## src/rtl/legv8_mem_pkg.sv

```systemverilog
// Shared definitions for the LEGv8 memory / writeback stage.
package legv8_mem_pkg;

  localparam int DEF_DATA_BITS = 64;
  // The byte address is turned into a doubleword index by dropping 3 low bits.
  localparam int DWORD_SHIFT   = 3;

  typedef enum logic {
    IDLE = 1'b0,
    BUSY = 1'b1
  } mem_state_e;

endpackage

```

## src/rtl/mem_req_fsm.sv

```systemverilog
// Data-memory request sequencer: issues one req/ack transaction per memory op,
// holds the request fields stable while BUSY, aborts after TIMEOUT_CYCLES
// BUSY cycles without an ack, and tells the pipeline when to freeze.
module mem_req_fsm
  import legv8_mem_pkg::*;
#(
  parameter int DATA_BITS      = DEF_DATA_BITS,
  parameter int ADDR_BITS      = 10,
  parameter int TIMEOUT_CYCLES = 16
) (
  input  logic                 clk,
  input  logic                 reset,
  input  logic                 acc_i,
  input  logic                 we_i,
  input  logic [ADDR_BITS-1:0] addr_i,
  input  logic [DATA_BITS-1:0] wdata_i,
  input  logic                 ack_i,
  output logic                 dmem_req_o,
  output logic                 dmem_we_o,
  output logic [ADDR_BITS-1:0] dmem_addr_o,
  output logic [DATA_BITS-1:0] dmem_wdata_o,
  output logic                 stall_o,
  output logic                 abort_o,
  output logic                 timeout_o
);

  localparam int CNT_W = (TIMEOUT_CYCLES > 2) ? $clog2(TIMEOUT_CYCLES) : 1;
  localparam logic [CNT_W-1:0] CNT_LAST = CNT_W'(TIMEOUT_CYCLES - 1);

  mem_state_e           state_q, state_d;
  logic [CNT_W-1:0]     cnt_q, cnt_d;
  logic                 req_q, req_d;
  logic                 we_q, we_d;
  logic [ADDR_BITS-1:0] addr_q, addr_d;
  logic [DATA_BITS-1:0] wdata_q, wdata_d;
  logic                 tout_q, tout_d;
  logic                 hit, done;

  // Completion decode: an ack always wins over a simultaneous timeout.
  always_comb begin
    hit     = (state_q == BUSY) && (cnt_q == CNT_LAST);
    done    = (state_q == BUSY) && (ack_i || hit);
    abort_o = (state_q == BUSY) && !ack_i && hit;
    stall_o = acc_i && !done;
  end

  // Next-state: launch in IDLE, count wait cycles in BUSY, return on ack/abort.
  always_comb begin
    state_d = state_q;
    cnt_d   = cnt_q;
    req_d   = req_q;
    we_d    = we_q;
    addr_d  = addr_q;
    wdata_d = wdata_q;
    tout_d  = 1'b0;
    case (state_q)
      IDLE: begin
        if (acc_i) begin
          state_d = BUSY;
          cnt_d   = '0;
          req_d   = 1'b1;
          we_d    = we_i;
          addr_d  = addr_i;
          wdata_d = wdata_i;
        end
      end
      BUSY: begin
        if (ack_i) begin
          state_d = IDLE;
          cnt_d   = '0;
          req_d   = 1'b0;
        end else if (hit) begin
          state_d = IDLE;
          cnt_d   = '0;
          req_d   = 1'b0;
          tout_d  = 1'b1;
        end else begin
          cnt_d   = cnt_q + 1'b1;
        end
      end
      default: state_d = IDLE;
    endcase
  end

  // State and request registers; reset drops an in-flight request at once.
  always_ff @(posedge clk) begin
    if (!reset) begin
      state_q <= IDLE;
      cnt_q   <= '0;
      req_q   <= 1'b0;
      we_q    <= 1'b0;
      addr_q  <= '0;
      wdata_q <= '0;
      tout_q  <= 1'b0;
    end else begin
      state_q <= state_d;
      cnt_q   <= cnt_d;
      req_q   <= req_d;
      we_q    <= we_d;
      addr_q  <= addr_d;
      wdata_q <= wdata_d;
      tout_q  <= tout_d;
    end
  end

  assign dmem_req_o   = req_q;
  assign dmem_we_o    = we_q;
  assign dmem_addr_o  = addr_q;
  assign dmem_wdata_o = wdata_q;
  assign timeout_o    = tout_q;

endmodule

```

## src/rtl/mem_wb_stage.sv

```systemverilog
// MEM stage plus MEM/WB pipeline register for the LEGv8 core.
// Optional feature macro: MEM_MISALIGN_TRAP_EN -- misaligned accesses are
// not issued; they retire with RegWrite_W=0 and pulse misalign_fault.
module mem_wb_stage
  import legv8_mem_pkg::*;
#(
  parameter int DATA_BITS      = DEF_DATA_BITS,
  parameter int ADDR_BITS      = 10,
  parameter int TIMEOUT_CYCLES = 16
) (
  input  logic                 clk,
  input  logic                 reset,
  input  logic [DATA_BITS-1:0] ALUResult_M,
  input  logic [DATA_BITS-1:0] ReadData2_M,
  input  logic                 RegWrite_M,
  input  logic                 MemToReg_M,
  input  logic                 MemRead_M,
  input  logic                 MemWrite_M,
  input  logic [4:0]           DestinationReg_M,
  output logic                 dmem_req,
  output logic                 dmem_we,
  output logic [ADDR_BITS-1:0] dmem_addr,
  output logic [DATA_BITS-1:0] dmem_wdata,
  input  logic                 dmem_ack,
  input  logic [DATA_BITS-1:0] dmem_rdata,
  output logic                 stall_M,
  output logic [DATA_BITS-1:0] Result_W,
  output logic                 RegWrite_W,
  output logic [4:0]           DestinationReg_W,
  output logic                 dmem_timeout,
  output logic                 misalign_fault
);

  logic acc, misal, acc_ok, abort;

  assign acc = MemRead_M | MemWrite_M;

`ifdef MEM_MISALIGN_TRAP_EN
  assign misal = acc & (ALUResult_M[DWORD_SHIFT-1:0] != '0);
`else
  assign misal = 1'b0;
`endif

  // A trapped access never reaches the sequencer, so it cannot stall.
  assign acc_ok = acc & ~misal;

  mem_req_fsm #(
    .DATA_BITS     (DATA_BITS),
    .ADDR_BITS     (ADDR_BITS),
    .TIMEOUT_CYCLES(TIMEOUT_CYCLES)
  ) u_fsm (
    .clk         (clk),
    .reset       (reset),
    .acc_i       (acc_ok),
    .we_i        (MemWrite_M),
    .addr_i      (ALUResult_M[ADDR_BITS+DWORD_SHIFT-1:DWORD_SHIFT]),
    .wdata_i     (ReadData2_M),
    .ack_i       (dmem_ack),
    .dmem_req_o  (dmem_req),
    .dmem_we_o   (dmem_we),
    .dmem_addr_o (dmem_addr),
    .dmem_wdata_o(dmem_wdata),
    .stall_o     (stall_M),
    .abort_o     (abort),
    .timeout_o   (dmem_timeout)
  );

  logic [DATA_BITS-1:0] result_q, result_d;
  logic                 regwrite_q, regwrite_d;
  logic [4:0]           dest_q, dest_d;

  // MEM/WB next value: hold while stalled; aborted or trapped ops never write.
  always_comb begin
    result_d   = result_q;
    regwrite_d = regwrite_q;
    dest_d     = dest_q;
    if (!stall_M) begin
      result_d   = MemToReg_M ? dmem_rdata : ALUResult_M;
      regwrite_d = RegWrite_M & ~abort & ~misal;
      dest_d     = DestinationReg_M;
    end
  end

  // MEM/WB register.
  always_ff @(posedge clk) begin
    if (!reset) begin
      result_q   <= '0;
      regwrite_q <= 1'b0;
      dest_q     <= '0;
    end else begin
      result_q   <= result_d;
      regwrite_q <= regwrite_d;
      dest_q     <= dest_d;
    end
  end

  assign Result_W         = result_q;
  assign RegWrite_W       = regwrite_q;
  assign DestinationReg_W = dest_q;

`ifdef MEM_MISALIGN_TRAP_EN
  logic misalign_q;

  // One-cycle fault pulse for each trapped access.
  always_ff @(posedge clk) begin
    if (!reset) misalign_q <= 1'b0;
    else        misalign_q <= misal;
  end

  assign misalign_fault = misalign_q;
`else
  assign misalign_fault = 1'b0;
`endif

endmodule

```

## config.mk

```make
export PLATFORM = sky130hd
export DESIGN_NAME = mem_wb_stage
export DESIGN_NICKNAME = d
export VERILOG_FILES = /design/src/rtl/legv8_mem_pkg.sv /design/src/rtl/mem_req_fsm.sv /design/src/rtl/mem_wb_stage.sv
export SDC_FILE = /design/constraint.sdc
export NUM_CORES = 1
export LEC_CHECK = 0
export ABC_AREA = 1
export CAP_MARGIN = 30
export CELL_PAD_IN_SITES_DETAIL_PLACEMENT = 1
export CELL_PAD_IN_SITES_GLOBAL_PLACEMENT = 2
export CORE_AREA = 5 5 167 209
export CTS_CLUSTER_SIZE = 12
export DETAILED_ROUTE_END_ITERATION = 7
export DIE_AREA = 0 0 172 214
export GPL_TIMING_DRIVEN = 0
export PLACE_DENSITY = 0.9
export SYNTH_ARGS = -nofsm -noshare
export SYNTH_HDL_FRONTEND = slang
export SYNTH_SLANG_ARGS = --single-unit
```

## constraint.sdc

```tcl
create_clock -name clk -period 3.66 [get_ports clk]
set_input_delay 0.732 -clock clk [delete_from_list [all_inputs] [get_ports clk]]
set_output_delay 0.732 -clock clk [all_outputs]
set_load 0.01 [all_outputs]
```

=== Word-level counts from Yosys, hierarchy flattened ===
Index checks and enable logic that the tools add are counted.

* Register bits: 152
* Bits of input ports: 204
* Output and inout port bits: 149
* Word-level logic and storage cells: 44

* Add/subtract/negate cells: 1
* Eq/ne operators: 3
* Muxes and demuxes: 14
* Bitwise operators: 5
* Reduce and logical (&&, ||, !) cells: 11

{| class="wikitable"
|+ Operator list
! operator !! count
|-
| 64-bit two-way mux || 1
|-
| 4-bit two-way mux || 3
|-
| 4-bit one-hot mux with 2 select lines || 1
|-
| 1-bit two-way mux || 7
|-
| 1-bit logical AND || 5
|-
| 4-bit by 1-bit adder with 4-bit output, second input constant || 1
|-
| 4-bit equality test, second input constant || 1
|-
| 1-bit one-hot mux with 2 select lines || 2
|-
| 2-bit AND reduction || 2
|-
| 3-bit != test, second input constant || 1
|-
| 1-bit inverter || 3
|-
| 3-bit OR reduction || 1
|-
| 1-bit zero test || 2
|-
| 2-bit by 1-bit != test with 1-bit output, second input constant || 1
|-
| 1-bit bitwise AND || 1
|-
| 1-bit logical OR || 1
|-
| 1-bit OR || 1
|}

=== Depth between registers and ports, before layout ===
* Depth in word-level cells: 6
* Depth in mapped cells: 9
* Mapped depth without buffers: 8

=== By module ===
A second synthesis with hierarchy kept.

* Cell total of the unflattened synthesis: 946
* Area, all modules: 6392.4 µm²

{| class="wikitable"
|+ Modules (own cells, without submodules)
! module !! instances !! cells each !! area an instance (µm²) !! seq. area each (µm²)
|-
| mem_wb_stage || 1 || 576 || 3467.1 || 1401.3
|-
| mem_req_fsm || 1 || 370 || 2925.3 || 1641.6
|}

=== Worst setup path after synthesis ===
OpenSTA, ideal clock, no wires.

* Path type: input-to-output
* Start: input port MemWrite_M
* End: output port stall_M
* Arrival time: 1.395 ns
* Data required time: 2.928 ns
* Path slack: 1.533 ns
* Stages: 5
* Cell sequence: nor2_2 -> inv_2 -> nand3_2 -> buf_2 -> inv_1

* Cells in the longest elaborated chain, start to end: 2

{| class="wikitable"
|+ RTL lines
! item !! RTL line !! source
|-
| start: declaration || mem_wb_stage.sv:18 || <nowiki>input logic MemWrite_M,</nowiki>
|-
| 1-bit OR || mem_wb_stage.sv:36 || <nowiki>assign acc = MemRead_M | MemWrite_M;</nowiki>
|-
| 1-bit logical AND || mem_req_fsm.sv:44 || <nowiki>stall_o = acc_i && !done;</nowiki>
|-
| end: declaration || mem_wb_stage.sv:26 || <nowiki>output logic stall_M,</nowiki>
|}

No other way between the ends.

=== Worst setup path in the final report ===
Same ends and word-level chain as after synthesis.

==> results by group <==
Status
  • Outcome: finished, final reports clean

Worst setup path
  • Critical setup path kind: input pin to primary output
  • Worst-path maximum fanout: 10
  • Arrival time worst endpoint: 2.78 ns
  • Element type at the critical path end: primary output
  • R2r setup slk: 2.08 ns
  • CP Launch Type: input pin
  • Reg-to-reg endpoint: Result_W[25]$_SDFFE_PN0N_
  • Number of cells on the worst reg-to-reg path: 9
  • WP data required: 2.93 ns
  • R2r startpoint: u_fsm.cnt_q[0]$_SDFFE_PN0P_

STA
  • Part of the cycle the worst path needs: 0.959
  • Relative slew margins: 0.460
  • Hold Vio Cnt, Final: 0
  • Sum of negative setup slack: 0 ns
  • Worst Tran Pin Value: 0.811 ns
  • Slew Limit Fails: 0
  • Final WS setup: 0.150 ns
  • Final setup fails: 0
  • FMAX: 285 MHz
  • Crit path time final: 3.51 ns
  • Unrepaired setup endpoints after global routing: no
  • Layout Skew: 0.00757 ns

Logic synthesis
  • Syn nets: 1,258
  • Mean Syn Cell Area: 6.72 sq um
  • Yosys top cell by area: dfxtp_1
  • Synthesis-stage register bit count: 152
  • Synthesized area: 0.00707 sq mm
  • Number of flops mapped to enable cells by yosys: 0
  • Top FF cell, synth: dfxtp_1
  • Warnings, synthesis: 0
  • Most common cell in the synthesized netlist: nor2_1
  • Distinct cells, synth: 24
  • Seq/Total Area, Yosys: 0.430
  • Post-synth top cells: nor2_1, nand2_1, dfxtp_1, inv_1, o21ai_0
  • Cell count after synthesis: 1,053
  • Post-synth top area share: 0.430
  • Fraction of registers with async set/reset: 0
  • Ranking of synthesized cells by area: dfxtp_1, nor2_1, nand2_1

Clock network
  • Clock Tree Buf Depth: 2
  • Clk_lat worst skew: 0.43 ns
  • H-tree depth: 4
  • CTS Sinks: 152
  • Clk slew on worst S/H paths: 0.06 ns
  • Post-CTS setup buffer count: 0
  • Number of buffers created by CTS: 17
  • Root Driver: clkbuf_16
  • CTS tree: yes
  • Hold Buf Count CTS: 0

Layout
  • Final Util: 0.359
  • Area grow syn2layout: 65.2%
  • Layout cells sized above 1: 0.0516
  • Footprint of the multi-input gates: 0.00307 sq mm
  • Register area: 0.00304 sq mm
  • Fin nets: 1,627
  • Final instance area: 0.0117 sq mm
  • Fillers: 4,045

Route
  • Vias after detailed routing: 7,867
  • Antenna Nets Post-Route: 0
  • WL per Instance: 16.3 microns
  • Post-route DRC: 0
  • Number of vias per cell: 4.24
  • DR iter-0 viols: 191
  • Total Wirelength: 30.2 mm
  • 1st-pass router iterations: 4

Power
  • Leakage power: 5.40 nW
  • Net Sw Power: 1.42 mW
  • PwrDens: 412 mW/mm^2
  • Sequential share of power: 0.391
  • Power Total: 4.81 mW
  • Switching share of power: 0.296
  • VDD IR max: 0.253 mV
  • Internal: 3.39 mW
  • Power share of the clock group: 0.368
  • Comb pwr share: 0.241

Floorplan
  • Die span in y: 214 microns
  • Core ar.: 0.0326 sq mm
  • Die width: 172 microns
  • Die area: 0.0368 sq mm
  • Io pins: 353
  • Initial Util: 0.217
  • FP Rows: 74

Global routing
  • Vias in the first global route: 8,383
  • Largest net degree at the start of global routing: 17
  • Antenna violations before repair: 1
  • Total Routing Usage GR: 0.159
  • Grt ovf: 0
  • First-pass GRT wire length: 46.1 mm

Place
  • DP Area: 0.0111 sq mm
  • Gpl congestion: 0.730
  • Detailed placer's ending HPWL: 23.8 mm
  • PortBufs: 350
  • Place WS: 0.0673 ns

Hold path
  • Hold path depth: 2
  • Hold WC Path Type: register to register
  • Min-Delay Endpoint: u_fsm.cnt_q[1]$_SDFFE_PN0P_
  • Hold path startpoint: u_fsm.cnt_q[1]$_SDFFE_PN0P_

Flow run
  • Max Cap Viol: 0
[worst max-delay path: stages]
cell and delay, ns:
clkdlybuf4s50_1 0.52, nor2_4 0.08, inv_2 0.24, nand3_2 0.30
buf_2 0.29, inv_1 0.07, clkdlybuf4s50_1 0.53
[final cells by class]
class / count / share of cell area
Timing Repair Buffer: 350 / 0.300
Multi-Input combinational cell: 670 / 0.263
Sequential cell: 152 / 0.260
Inverter: 156 / 0.0501
Tap cell: 418 / 0.0447
Clock buffer: 18 / 0.0376
Buffer: 75 / 0.0323
Clock inverter: 14 / 0.0118
Antenna cell: 3 / 0.000642
[state kept, by name, indices dropped and copies added (netlist names)]
signal	cells
DestinationReg_W	5
u_fsm.timeout_o	1
u_fsm.dmem_we_o	1
u_fsm.state_q	1
RegWrite_W	1
u_fsm.dmem_wdata_o	64
u_fsm.dmem_req_o	1
u_fsm.cnt_q	4
u_fsm.dmem_addr_o	10
Result_W	64
[per-layer routing]
layer / track usage / up-vias / wire length, microns
met3: 0.0590 / 18 / 2510
met2: 0.290 / 218 / 15400
met5: 0 / - / 0
li1: - / 3988 / -
met1: 0.172 / 3643 / 11900
met4: 0.0388 / 0 / 364
[worst max path at each step]
stage / start / to / slack [ns] / depth (start not counted)
global route: MemWrite_M / stall_M / 0.02 / 7
finish: MemWrite_M / stall_M / 0.15 / 7
detailed placement: MemWrite_M / stall_M / 0.07 / 7
floorplan: MemWrite_M / stall_M / 1.53 / 5
global placement: MemWrite_M / stall_M / 0.05 / 7
CTS: MemWrite_M / stall_M / 0.07 / 7
[power groups by stage]
stage          combinational, mW  sequential, mW  clock [mW]
2_1_floorplan              0.412            1.98           0
3_3_place_gp                1.16            1.91           0
3_5_place_dp                1.18            1.92           0
4_1_cts                     1.19            1.89        1.84
5_1_grt                     1.28            1.90        1.93
6_report                    1.16            1.88        1.77
[layout by cell type (no fill, tap or decap), drive strengths merged]
| master | netlist | routed |
|---|---|---|
| nand2 | 219 | 219 |
| inv | 155 | 162 |
| clkinvlp | 0 | 4 |
| a21boi | 64 | 64 |
| nor3 | 1 | 1 |
| bufinv | 0 | 1 |
| nand4 | 71 | 71 |
| a21oi | 3 | 3 |
| clkdlybuf4s50 | 0 | 350 |
| diode | 0 | 3 |
| nor2 | 229 | 229 |
| nand3 | 3 | 3 |
| clkbuf | 34 | 52 |
| ha | 1 | 1 |
| o21ai | 78 | 78 |
| dfxtp | 152 | 152 |
| conb | 1 | 1 |
| clkinv | 1 | 3 |
| buf | 41 | 41 |
[cell families (layout without fill, tap and decap cells)]
family          count (synthesis)  after routing  synth area share
simple gates                  523            523             0.306
fa+ha+maj                       1              1           0.00177
compound gates                145            145             0.125
other cells                     1              4          0.000530
buf+inv                       231            613             0.136
flops                         152            152             0.430
[per-stage QoR]
step	cells	hold WS, ns
CTS	1853	0.501
global placement	1821	0.473
global route	1854	0.529
floorplan	1053	0.460
detailed placement	1821	0.482
finish	1856	0.498
[what timing repair did]
action                                 CTS  global route
gates resized for setup                  0             1
endpoints found under the hold margin    0             0
setup endpoints to repair                0             1
No activity file was read; power rests on OpenSTA's default activity.
